`config.mk`:
```
export PLATFORM = sky130hd
export DESIGN_NAME = key_line_decoder_flat
export DESIGN_NICKNAME = d
export VERILOG_FILES = /design/src/rtl/key_line_decoder_pkg.sv /design/src/rtl/key_line_decoder_if.sv /design/src/rtl/key_line_decoder_slicer.sv /design/src/rtl/key_line_decoder.sv /design/src/flat_wrapper.sv
export SDC_FILE = /design/constraint.sdc
export NUM_CORES = 1
export LEC_CHECK = 0
export BUFFER_PORTS_ARGS = -buffer_cell sky130_fd_sc_hd__buf_4
export CORE_MARGIN = 3
export CORE_UTILIZATION = 45
export CTS_CLUSTER_SIZE = 40
export DETAILED_ROUTE_END_ITERATION = 16
export GPL_TIMING_DRIVEN = 0
export PLACE_DENSITY = 0.69
export SLEW_MARGIN = 20
export SYNTH_ARGS = -nofsm -noshare
export SYNTH_HDL_FRONTEND = slang
export SYNTH_SLANG_ARGS = --single-unit
```
`constraint.sdc`:
```
create_clock -name clock -period 3 [get_ports clock]
set_input_delay 0.15 -clock clock [delete_from_list [all_inputs] [get_ports clock]]
set_output_delay 0.15 -clock clock [all_outputs]
set_load 0.02 [all_outputs]
```
`src/rtl/key_line_decoder_pkg.sv`:
```
// Shared types, default levels and elaboration helpers for the key line decoder.
// Contents:
//   state_t / slice_t  - decoder FSM and slicer state encodings
//   DEF_*              - default level, width and ID constants
//   calc_spb           - samples per bit for a given line geometry
//   params_ok          - legality of a parameter set
//   maj3               - 2-of-3 majority vote
package key_line_pkg;

    typedef enum logic [1:0] {
        IDLE  = 2'd0,
        RUN   = 2'd1,
        CHECK = 2'd2
    } state_t;

    typedef enum logic {
        LOW  = 1'b0,
        HIGH = 1'b1
    } slice_t;

    localparam int unsigned DEF_DATA_W       = 10;
    localparam int unsigned DEF_BLACK_LEVEL  = 282;
    localparam int unsigned DEF_WHITE_LEVEL  = 966;
    localparam int unsigned DEF_HYST         = 256;
    localparam int unsigned DEF_SAMPLES      = 720;
    localparam int unsigned DEF_TOTAL_BITS   = 40;
    localparam int unsigned DEF_PAYLOAD_BITS = 32;
    localparam int unsigned DEF_ID_BITS      = 8;
    localparam int unsigned DEF_ID_VALUE     = 32'h0000_00A5;

    function automatic int unsigned calc_spb(input int unsigned samples, input int unsigned total);
        return samples / total;
    endfunction

    // Signed arithmetic so a large HYST cannot wrap the white-side threshold.
    function automatic bit params_ok(input int spb, input int total, input int id_bits,
                                     input int payload, input int black, input int white,
                                     input int hyst);
        return (spb >= 3) && (total == id_bits + payload) && ((black + hyst) < (white - hyst));
    endfunction

    function automatic logic maj3(input logic a, input logic b, input logic c);
        return (a & b) | (a & c) | (b & c);
    endfunction

endpackage

```
`src/rtl/key_line_decoder_if.sv`:
```
// Key line bus: luma sample stream in, decoded key and status out.
//   sample_valid, line_start, sample_in : driven by the video source (master)
//   key_out, key_valid, id_error, busy  : driven by the decoder (slave)
interface key_line_decoder_if
    import key_line_pkg::*;
#(
    parameter int unsigned DATA_W       = DEF_DATA_W,
    parameter int unsigned PAYLOAD_BITS = DEF_PAYLOAD_BITS
);
    logic                    sample_valid;
    logic                    line_start;
    logic [DATA_W-1:0]       sample_in;
    logic [PAYLOAD_BITS-1:0] key_out;
    logic                    key_valid;
    logic                    id_error;
    logic                    busy;

    modport master (
        output sample_valid, line_start, sample_in,
        input  key_out, key_valid, id_error, busy
    );

    modport slave (
        input  sample_valid, line_start, sample_in,
        output key_out, key_valid, id_error, busy
    );
endinterface

```
`src/rtl/key_line_decoder_slicer.sv`:
```
// key_line_slicer: hysteresis comparator turning luma samples into a black/white level.
// Ports:
//   clock, reset_n  - clock, async active-low reset
//   sample_valid    - update the level from sample_in this cycle
//   line_start      - force the level to LOW
//   sample_in       - luma sample
//   level           - registered slicer state (LOW/HIGH)
module key_line_slicer
    import key_line_pkg::*;
#(
    parameter int unsigned DATA_W      = DEF_DATA_W,
    parameter int unsigned BLACK_LEVEL = DEF_BLACK_LEVEL,
    parameter int unsigned WHITE_LEVEL = DEF_WHITE_LEVEL,
    parameter int unsigned HYST        = DEF_HYST
) (
    input  logic              clock,
    input  logic              reset_n,
    input  logic              sample_valid,
    input  logic              line_start,
    input  logic [DATA_W-1:0] sample_in,
    output slice_t            level
);

    localparam logic [DATA_W-1:0] HI_TH = DATA_W'(WHITE_LEVEL - HYST);
    localparam logic [DATA_W-1:0] LO_TH = DATA_W'(BLACK_LEVEL + HYST);

    slice_t state_q;
    slice_t state_d;

    // State register
    always_ff @(posedge clock or negedge reset_n) begin
        if (!reset_n) begin
            state_q <= LOW;
        end else begin
            state_q <= state_d;
        end
    end

    // Strict comparisons: a sample exactly on a threshold never switches
    always_comb begin
        state_d = state_q;
        if (line_start) begin
            state_d = LOW;
        end else if (sample_valid) begin
            unique case (state_q)
                LOW:     if (sample_in > HI_TH) state_d = HIGH;
                HIGH:    if (sample_in < LO_TH) state_d = LOW;
                default: state_d = LOW;
            endcase
        end
    end

    assign level = state_q;

endmodule

```
`src/rtl/key_line_decoder.sv`:
```
// key_line_decoder: recovers the scrambler key from a black/white bit pattern
// carried in the luma samples of one dedicated video line.
// Ports:
//   clock, reset_n     - clock, async active-low reset
//   bus (slave)        - sample_valid/line_start/sample_in in;
//                        key_out/key_valid/id_error/busy out (all registered)
// Optional build macro KEY_LINE_MAJORITY_EN: each bit is the 2-of-3 majority of the
// slicer level seen around the bit centre instead of a single decision.
module key_line_decoder
    import key_line_pkg::*;
#(
    parameter int unsigned       DATA_W           = DEF_DATA_W,
    parameter int unsigned       BLACK_LEVEL      = DEF_BLACK_LEVEL,
    parameter int unsigned       WHITE_LEVEL      = DEF_WHITE_LEVEL,
    parameter int unsigned       HYST             = DEF_HYST,
    parameter int unsigned       SAMPLES_PER_LINE = DEF_SAMPLES,
    parameter int unsigned       TOTAL_BITS       = DEF_TOTAL_BITS,
    parameter int unsigned       PAYLOAD_BITS     = DEF_PAYLOAD_BITS,
    parameter int unsigned       ID_BITS          = DEF_ID_BITS,
    parameter logic [ID_BITS-1:0] ID_VALUE        = ID_BITS'(DEF_ID_VALUE)
) (
    input  logic               clock,
    input  logic               reset_n,
    key_line_decoder_if.slave  bus
);

    localparam int unsigned SPB     = calc_spb(SAMPLES_PER_LINE, TOTAL_BITS);
    localparam int unsigned SCNT_W  = $clog2(SPB);
    localparam int unsigned BCNT_W  = $clog2(TOTAL_BITS);
    localparam int unsigned DEC_CNT = SPB / 2 - 1;
`ifdef KEY_LINE_MAJORITY_EN
    localparam int unsigned MAJ_FIRST = SPB / 2 - 2;
    localparam int unsigned SHIFT_CNT = SPB / 2;
`endif

    if (!params_ok(int'(SPB), int'(TOTAL_BITS), int'(ID_BITS), int'(PAYLOAD_BITS),
                   int'(BLACK_LEVEL), int'(WHITE_LEVEL), int'(HYST))) begin : g_param_error
        $error("key_line_decoder: illegal parameter set");
    end

    slice_t level;

    key_line_slicer #(
        .DATA_W      (DATA_W),
        .BLACK_LEVEL (BLACK_LEVEL),
        .WHITE_LEVEL (WHITE_LEVEL),
        .HYST        (HYST)
    ) u_slicer (
        .clock        (clock),
        .reset_n      (reset_n),
        .sample_valid (bus.sample_valid),
        .line_start   (bus.line_start),
        .sample_in    (bus.sample_in),
        .level        (level)
    );

    state_t                  state_q,      state_d;
    logic [SCNT_W-1:0]       sample_cnt_q, sample_cnt_d;
    logic [BCNT_W-1:0]       bit_cnt_q,    bit_cnt_d;
    logic [TOTAL_BITS-1:0]   shreg_q,      shreg_d;
    logic [PAYLOAD_BITS-1:0] key_out_q,    key_out_d;
    logic                    key_valid_q,  key_valid_d;
    logic                    id_error_q,   id_error_d;
    logic                    busy_q,       busy_d;
`ifdef KEY_LINE_MAJORITY_EN
    logic [1:0]              maj_q,        maj_d;
`endif

    logic shift_en;
    logic bit_val;

    // State and output registers
    always_ff @(posedge clock or negedge reset_n) begin
        if (!reset_n) begin
            state_q      <= IDLE;
            sample_cnt_q <= '0;
            bit_cnt_q    <= '0;
            shreg_q      <= '0;
            key_out_q    <= '0;
            key_valid_q  <= 1'b0;
            id_error_q   <= 1'b0;
            busy_q       <= 1'b0;
`ifdef KEY_LINE_MAJORITY_EN
            maj_q        <= '0;
`endif
        end else begin
            state_q      <= state_d;
            sample_cnt_q <= sample_cnt_d;
            bit_cnt_q    <= bit_cnt_d;
            shreg_q      <= shreg_d;
            key_out_q    <= key_out_d;
            key_valid_q  <= key_valid_d;
            id_error_q   <= id_error_d;
            busy_q       <= busy_d;
`ifdef KEY_LINE_MAJORITY_EN
            maj_q        <= maj_d;
`endif
        end
    end

    // Next-state and output decode
    always_comb begin
        state_d      = state_q;
        sample_cnt_d = sample_cnt_q;
        bit_cnt_d    = bit_cnt_q;
        shreg_d      = shreg_q;
        key_out_d    = key_out_q;
        key_valid_d  = 1'b0;
        id_error_d   = 1'b0;
        busy_d       = busy_q;
        shift_en     = 1'b0;
        bit_val      = (level == HIGH);
`ifdef KEY_LINE_MAJORITY_EN
        maj_d        = maj_q;
`endif

        unique case (state_q)
            IDLE: begin
                if (bus.line_start) begin
                    state_d      = RUN;
                    sample_cnt_d = '0;
                    bit_cnt_d    = '0;
                    shreg_d      = '0;
                    busy_d       = 1'b1;
                end
            end

            RUN: begin
                if (bus.line_start) begin
                    sample_cnt_d = '0;
                    bit_cnt_d    = '0;
                    shreg_d      = '0;
                end else if (bus.sample_valid) begin
`ifdef KEY_LINE_MAJORITY_EN
                    // Capture the two earlier votes; the third is the live level
                    if (sample_cnt_q == SCNT_W'(MAJ_FIRST)) maj_d[0] = (level == HIGH);
                    if (sample_cnt_q == SCNT_W'(DEC_CNT))   maj_d[1] = (level == HIGH);
                    if (sample_cnt_q == SCNT_W'(SHIFT_CNT)) begin
                        shift_en = 1'b1;
                        bit_val  = maj3(maj_q[0], maj_q[1], (level == HIGH));
                    end
`else
                    if (sample_cnt_q == SCNT_W'(DEC_CNT)) shift_en = 1'b1;
`endif
                    if (shift_en) shreg_d = {shreg_q[TOTAL_BITS-2:0], bit_val};

                    // Last bit decided: the rest of the line is ignored
                    if (shift_en && (bit_cnt_q == BCNT_W'(TOTAL_BITS - 1))) begin
                        state_d = CHECK;
                    end else if (sample_cnt_q == SCNT_W'(SPB - 1)) begin
                        sample_cnt_d = '0;
                        bit_cnt_d    = bit_cnt_q + BCNT_W'(1);
                    end else begin
                        sample_cnt_d = sample_cnt_q + SCNT_W'(1);
                    end
                end
            end

            CHECK: begin
                // A new line_start wins over the verdict of the finished line
                if (bus.line_start) begin
                    state_d      = RUN;
                    sample_cnt_d = '0;
                    bit_cnt_d    = '0;
                    shreg_d      = '0;
                end else begin
                    if (shreg_q[TOTAL_BITS-1 -: ID_BITS] == ID_VALUE) begin
                        key_out_d   = shreg_q[PAYLOAD_BITS-1:0];
                        key_valid_d = 1'b1;
                    end else begin
                        id_error_d  = 1'b1;
                    end
                    state_d = IDLE;
                    busy_d  = 1'b0;
                end
            end

            default: begin
                state_d = IDLE;
                busy_d  = 1'b0;
            end
        endcase
    end

    assign bus.key_out   = key_out_q;
    assign bus.key_valid = key_valid_q;
    assign bus.id_error  = id_error_q;
    assign bus.busy      = busy_q;

endmodule

```
`src/flat_wrapper.sv`:
```
// flat-port wrapper written by rule: the top's interface ports become plain ports
module key_line_decoder_flat import key_line_pkg::*;
#(
    parameter int unsigned       DATA_W           = DEF_DATA_W,
    parameter int unsigned       BLACK_LEVEL      = DEF_BLACK_LEVEL,
    parameter int unsigned       WHITE_LEVEL      = DEF_WHITE_LEVEL,
    parameter int unsigned       HYST             = DEF_HYST,
    parameter int unsigned       SAMPLES_PER_LINE = DEF_SAMPLES,
    parameter int unsigned       TOTAL_BITS       = DEF_TOTAL_BITS,
    parameter int unsigned       PAYLOAD_BITS     = DEF_PAYLOAD_BITS,
    parameter int unsigned       ID_BITS          = DEF_ID_BITS,
    parameter logic [ID_BITS-1:0] ID_VALUE        = ID_BITS'(DEF_ID_VALUE)
)
  (clock, reset_n, bus_sample_valid, bus_line_start, bus_sample_in, bus_key_out, bus_key_valid, bus_id_error, bus_busy);
  key_line_decoder_if #(.DATA_W(DATA_W), .PAYLOAD_BITS(PAYLOAD_BITS)) bus_i ();
  input  logic clock;
  input  logic reset_n;
  input wire logic [$bits(bus_i.sample_valid)-1:0] bus_sample_valid;
  input wire logic [$bits(bus_i.line_start)-1:0] bus_line_start;
  input wire logic [$bits(bus_i.sample_in)-1:0] bus_sample_in;
  output wire logic [$bits(bus_i.key_out)-1:0] bus_key_out;
  output wire logic [$bits(bus_i.key_valid)-1:0] bus_key_valid;
  output wire logic [$bits(bus_i.id_error)-1:0] bus_id_error;
  output wire logic [$bits(bus_i.busy)-1:0] bus_busy;
  assign bus_i.sample_valid = bus_sample_valid;
  assign bus_i.line_start = bus_line_start;
  assign bus_i.sample_in = bus_sample_in;
  assign bus_key_out = bus_i.key_out;
  assign bus_key_valid = bus_i.key_valid;
  assign bus_id_error = bus_i.id_error;
  assign bus_busy = bus_i.busy;
  key_line_decoder #(.DATA_W(DATA_W), .BLACK_LEVEL(BLACK_LEVEL), .WHITE_LEVEL(WHITE_LEVEL), .HYST(HYST), .SAMPLES_PER_LINE(SAMPLES_PER_LINE), .TOTAL_BITS(TOTAL_BITS), .PAYLOAD_BITS(PAYLOAD_BITS), .ID_BITS(ID_BITS), .ID_VALUE(ID_VALUE)) u_core (.clock(clock), .reset_n(reset_n), .bus(bus_i));
endmodule
```
==> results of run 1 <==
==> critical path: stages, from the launching register on <==
cell	delay, ns
dfrtp_1	0.43
inv_1	0.06
ha_1	0.19
and4bb_1	0.23
and3_1	0.20
o21ai_1	0.30
buf_2	0.29
nand2_1	0.08
nand2_1	0.06
==> stage by stage <==
stage	power, W	util (%)
finish	0.00207	56.0
global route	0.00216	56.0
CTS	0.00210	55.8
detailed placement	0.00137	53.7
global placement	0.00137	53.7
floorplan	0.00131	-
==> final timing paths <==
path / startpoint / to / cells after the start
setup / recovery: u_core.sample_cnt_q[0]$_DFFE_PN0P_ / u_core.shreg_q[17]$_DFFE_PN0P_ / 8
hold / removal: bus_sample_in[9] / u_core.u_slicer.level$_DFFE_PN0P_ / 3
setup reg to reg: u_core.sample_cnt_q[0]$_DFFE_PN0P_ / u_core.shreg_q[17]$_DFFE_PN0P_ / 8
hold reg to reg: u_core.shreg_q[39]$_DFFE_PN0P_ / u_core.shreg_q[39]$_DFFE_PN0P_ / 2
max in group asynchronous: reset_n / u_core.state_q[1]$_DFFE_PN0P_ / 2
min in group asynchronous: reset_n / u_core.bus.key_out[24]$_DFFE_PN0P_ / 2
==> synth_stat cells (3+ instances only) <==
cell / n
and3_1: 4
dfrtp_1: 89
ha_1: 4
nand2b_1: 6
mux2_1: 29
buf_2: 13
mux2_2: 3
nand2_1: 90
o21ai_0: 13
buf_1: 4
nand3_1: 50
o21ai_1: 5
a21oi_1: 4
inv_1: 4
nor2_1: 7
==> flip-flops by register name, indices dropped and copies added, names as in the netlist <==
register	flops
u_core.bit_cnt_q	6
u_core.bus.busy	1
u_core.bus.id_error	1
u_core.bus.key_out	32
u_core.bus.key_valid	1
u_core.sample_cnt_q	5
u_core.shreg_q	40
u_core.state_q	2
u_core.u_slicer.level	1
==> power groups by stage <==
stage	clock network [W]	logic (W)	registers, W
5_1_grt	0.000797	0.000139	0.00123
6_report	0.000726	0.000119	0.00123
3_5_place_dp	0	0.000121	0.00125
2_1_floorplan	0	0.0000613	0.00125
3_3_place_gp	0	0.000118	0.00125
4_1_cts	0.000752	0.000121	0.00123
==> layout make-up <==
cell class                      instances  area (um^2)
Buffer                                 20         98.8
Multi-Input combinational cell        239         1400
Clock buffer                           11          131
Timing Repair Buffer                   49          374
Fill cell                             685         3470
Tap cell                              102          128
Clock inverter                          5         40.0
Inverter                                4         15.0
Sequential cell                        89         2230
==> logic make-up (layout without fill, tap and decap cells) <==
| kind of cell | count (synthesis) | in the layout | share of synthesized area [%] |
|---|---|---|---|
| adders and majority gates | 5 | 5 | 1.60 |
| AOI/OAI and AO/OA | 31 | 31 | 5.18 |
| DFF | 89 | 89 | 59.5 |
| buffers and inverters | 24 | 89 | 3.04 |
| muxes | 32 | 32 | 9.62 |
| and+or+nand+nor | 171 | 171 | 21.1 |
==> per-layer routing <==
layer	vias to the layer above	track usage (%)	part of all wire [%]
met5	-	0	0
met4	0	5.75	1.4
met3	8	2.66	4.9
met2	55	24.5	47
met1	1281	20.6	47
li1	1317	-	-
==> impl_metrics.toml, run 1 <==
[sta]
final_hold_viol_count = 0
finalCriticalPeriod_ns = 1.91
finalCritPeriodShare_pct = 63.7
tns_ns = 0
fin_skew_ns = 0.0118
maxSlewViolCount = 0
worst_pin_slew_ns = 0.786
relSlewSlack_pct = 47.6
holdWs_ns = 0.0972
setup_slack_ns = 1.09
rsz0062_at_grt = "no"
setup_viol = 0
clock.fmax_mhz = 523

[placement]
post_dp_cell_area_um2 = 4230
dpl.hpwl_um = 4620
post-place-ws_ns = 1.09
place_congestion = 0.822
numPortBuffers = 48
place_inst = 502

[drt]
viasPerCell = 5.13
totalWireLength_um = 6710
vias = 2661
ant_nets = 0
dr.first_iter.drc_count = 110
drt_pass1_iterations = 4
drc = 0
wl_per_cell_um = 12.9

[worst_hold_path]
hold_class = "input pin to register"

[clocking]
clk_path_buf_depth = 2
cts_root_buffer = "clkbuf_8"
path_clk_slew_ns = 0.08
cts_buffers = 9
insertion_delay_ns = 0.35
cts.repair.resized = 0
cts_tree = "built"
clock-sinks = 89
hold_buffers = 0
htree_levels = 3
post_cts_buffers = 0

[global_route]
grt_max_degree = 90
track_usage_pct = 15.2
grt_pass1_vias = 2638
grt.overflow.total = 0
antenna_found_initial = 0
grt_pass1_wl_um = 12000

[setup_path]
path_class = "register to register"
required_ns = 3.28
cp-start-kind = "register"
path_max_fanout = 10
r2r_slack_ns = 1.09
end_kind = "register"
arrival_ns = 2.19

[floorplanning]
rows = 32
die-area_um2 = 9450
num_io_pins = 49
die_x_um = 97.2
coreArea_um2 = 7890
start_util_pct = 47.5
die_y_um = 97.2

[synth]
ys_warn_count = 0
yosysTopAreaCell = "dfrtp_1"
synth-async-reset-ratio_pct = 100
synth.top_cells.by_area = "dfrtp_1 (59%), nand2_1 (9.0%), mux2_1 (8.7%), nand3_1 (6.7%), buf_2 (1.7%)"
synth_cell_types = 35
syn_nets = 370
syn_area_per_cell_um2 = 10.6
yosysTopAreaCellShare_pct = 59.5
ys_seq_elements = 89
syn_inst = 352
syn-cell-area_um2 = 3740
yosysSeqAreaShare_pct = 59.5
synth_edf_count = 0
synth_ff_type = "dfrtp_1"

[power]
seq_power_share_pct = 59.2
swShare_pct = 24.7
comb_power_share_pct = 5.8
powerDensity_nw_per_um2 = 469
clock_power_share_pct = 35.1
peakVddDrop_mv = 0.264
p_switching_w = 0.000512
p_int_w = 0.00156
p_leak_nw = 2.36

[layout]
final_cell_area_um2 = 4420
layout.nets = 430
final_cell_mix = "nand2_1 (90), dfrtp_1 (89), nand3_1 (50), buf_4 (47), mux2_1 (29)"
final_common_cell = "nand2_1"
diodes = 0
drive_above_1_share_pct = 19.9
instances_no_fill = 519
area_growth_pct = 18.0

[outcome]
status = "completed"

[run]
drv_cap = 0
No activity file was read; power rests on OpenSTA's default activity.
==> run 2, diff against run 1 <==
--- a/config.mk
+++ b/config.mk
@@ -5,13 +5,14 @@
 export SDC_FILE = /design/constraint.sdc
 export NUM_CORES = 1
 export LEC_CHECK = 0
+export ABC_AREA = 1
 export BUFFER_PORTS_ARGS = -buffer_cell sky130_fd_sc_hd__buf_4
 export CORE_MARGIN = 3
 export CORE_UTILIZATION = 45
 export CTS_CLUSTER_SIZE = 40
 export DETAILED_ROUTE_END_ITERATION = 16
 export GPL_TIMING_DRIVEN = 0
-export PLACE_DENSITY = 0.69
+export PLACE_DENSITY = 0.68
 export SLEW_MARGIN = 20
 export SYNTH_ARGS = -nofsm -noshare
 export SYNTH_HDL_FRONTEND = slang
==> constraint.sdc (replaced) <==
create_clock -name clock -period 1.9 [get_ports clock]
set_input_delay 0.095 -clock clock [delete_from_list [all_inputs] [get_ports clock]]
set_output_delay 0.095 -clock clock [all_outputs]
set_load 0.02 [all_outputs]
==> impl_metrics.toml, run 2 <==
[layout]
drive_above_1_share_pct = 26.8
instances_no_fill = 608
layout.nets = 513
diodes = 0
largest-register = "u_core.shreg_q"
final_cell_mix = "dfrtp_1 (89), nand2_1 (77), inv_1 (56), nand4_1 (50), buf_4 (47)"
area_growth_pct = 17.7
largest_reg_flops = 40
final_common_cell = "dfrtp_1"
fillers = 826

[sta]
setup_viol = 0
finalCriticalPeriod_ns = 1.59
fin_skew_ns = 0.0117
worst_pin_slew_ns = 0.780
relSlewSlack_pct = 48.0
holdWs_ns = 0.0534
final_hold_viol_count = 0
rsz0062_at_grt = "no"
maxSlewViolCount = 0
finalCritPeriodShare_pct = 83.5
clock.fmax_mhz = 630
tns_ns = 0

[setup_path]
path_class = "register to register"
r2r_slack_ns = 0.31
end_kind = "register"
crit_chain = "inv_1, ha_1, nand2_1, nor2_1, nand3_1, nand2_1, inv_1, nand2_1, nand2_1"
cp-start-kind = "register"
path_max_fanout = 9
required_ns = 2.15
slowest_stage = "dfrtp_1"
arrival_ns = 1.83
cp_common_cell = "nand2_1"
slowest_delay_ns = 0.44

[drt]
vias = 3128
totalWireLength_um = 7940
dr.first_iter.drc_count = 107
drc = 0
viasPerCell = 5.14
wl_per_cell_um = 13.1
drt_pass1_iterations = 4
ant_nets = 0

[placement]
numPortBuffers = 48
place_congestion = 0.866
place_inst = 590
dpl.hpwl_um = 5430

[clocking]
cts_buffers = 9
clock-sinks = 89
path_clk_slew_ns = 0.09
cts_root_buffer = "clkbuf_8"
post_cts_buffers = 0
clk_path_buf_depth = 2
htree_levels = 3
insertion_delay_ns = 0.35
cts_tree = "built"

[synth]
syn_nets = 452
synth_ff_type = "dfrtp_1"
synth.top_cells.by_area = "dfrtp_1 (55%), o21ai_2 (8.8%), nand4_1 (7.7%), nand2_1 (7.1%), o21ai_0 (5.3%)"
yosysTopAreaCell = "dfrtp_1"
yosysSeqAreaShare_pct = 54.6
syn-cell-area_um2 = 4080
synth-async-reset-ratio_pct = 100
syn_inst = 434
syn_area_per_cell_um2 = 9.40
synth_edf_count = 0
yosysTopAreaCellShare_pct = 54.6
ys_warn_count = 0
ys_seq_elements = 89
synth_cell_types = 24
yosysMostFrequentCell = "dfrtp_1"
yosys-top-cells-count = "dfrtp_1 (89), nand2_1 (77), inv_1 (56), nand4_1 (50), o21ai_0 (43)"

[global_route]
antenna_found_initial = 0
grt_pass1_wl_um = 13500
grt_pass1_vias = 2889
track_usage_pct = 16.3
grt_max_degree = 90
grt.overflow.total = 0

[floorplanning]
num_io_pins = 49
coreArea_um2 = 8760
die_x_um = 101
die-area_um2 = 10200
start_util_pct = 46.6
die_y_um = 101
rows = 34

[power]
powerDensity_nw_per_um2 = 754
p_leak_nw = 2.24
peakVddDrop_mv = 0.530

[run]
drv_cap = 0

[outcome]
status = "completed"

[worst_hold_path]
hold_class = "input pin to register"
run 2: cell count changes in the layout (fill, tap and decap cells not counted), sizes merged, moves of 4 or more:
cell / previous run / this run
nand2: 90 / 79
inv: 5 / 61
mux2: 32 / 0
nor2: 7 / 21
nand2b: 6 / 0
o21ai: 19 / 84
nand4: 0 / 50
and3: 4 / 0
nand3: 50 / 10
run 2: cell families (layout without fill, tap and decap cells):
kind of cell / after synthesis / count (layout) / synth area share, %
flops: 89 / 89 / 54.6
simple gates: 164 / 164 / 18.9
xor+xnor: 1 / 1 / 0.215
buf+inv: 85 / 151 / 9.66
compound gates: 91 / 91 / 15.4
fa+ha+maj: 4 / 4 / 1.23
run 2: power breakdown:
part | internal (W) | switching, W | total [W]
clock network | 0.000628 | 0.000714 | 0.00134
registers | 0.00192 | 0.0000293 | 0.00195
logic | 0.000102 | 0.000229 | 0.000331
run 2: area by class of cell:
cell class / count / area [um^2] / area share (%)
tap: 108 / 135 / 2.81
timing repair buffer: 50 / 384 / 8.00
buffer: 25 / 169 / 3.52
clock inverter: 6 / 75.1 / 1.56
inverter: 60 / 225 / 4.69
sequential: 89 / 2230 / 46.4
multi-input combinational: 260 / 1460 / 30.4
clock buffer: 10 / 128 / 2.66
run 2: critical path, delay by kind of cell (launching register included):
kind | cells | cell delay (ns)
flops | 1 | 0.44
buf+inv | 2 | 0.19
fa+ha+maj | 1 | 0.14
simple gates | 6 | 0.72
run 2: stage by stage:
step / power [W] / instance area (um^2) / setup slack [ns] / util [%]
floorplan: 0.00219 / 4080 / 0.532 / -
CTS: 0.00366 / 4800 / 0.287 / 54.8
global placement: 0.00231 / 4580 / 0.308 / 52.2
global route: 0.00377 / 4800 / 0.0941 / 54.8
detailed placement: 0.00231 / 4580 / 0.312 / 52.2
finish: 0.00362 / 4800 / 0.313 / 54.8
run 2: timing repair:
item | 4_1_cts | 5_1_grt
endpoints found under the hold margin | 83 | 0
resized for setup | 0 | 0
hold buffers | 2 | 0
run 2: per-layer routing:
layer	track usage, %	part of all wire, %	vias up
met2	24.6	46	55
li1	-	-	1571
met3	3.03	3.2	9
met1	23.4	49	1493
met5	0	0	-
met4	5.83	1.1	0
run 2: final timing paths:
check,startpoint,endpoint,cells past startpoint
worst max-delay path,u_core.sample_cnt_q[0]$_DFFE_PN0P_,u_core.sample_cnt_q[4]$_DFFE_PN0P_,9
worst min-delay path,bus_line_start,u_core.sample_cnt_q[2]$_DFFE_PN0P_,4
worst max register to register,u_core.sample_cnt_q[0]$_DFFE_PN0P_,u_core.sample_cnt_q[4]$_DFFE_PN0P_,9
worst min register to register,u_core.bus.key_out[6]$_DFFE_PN0P_,u_core.bus.key_out[6]$_DFFE_PN0P_,2
max in group asynchronous,reset_n,u_core.bit_cnt_q[1]$_DFFE_PN0P_,2
min in group asynchronous,reset_n,u_core.bus.key_out[13]$_DFFE_PN0P_,2
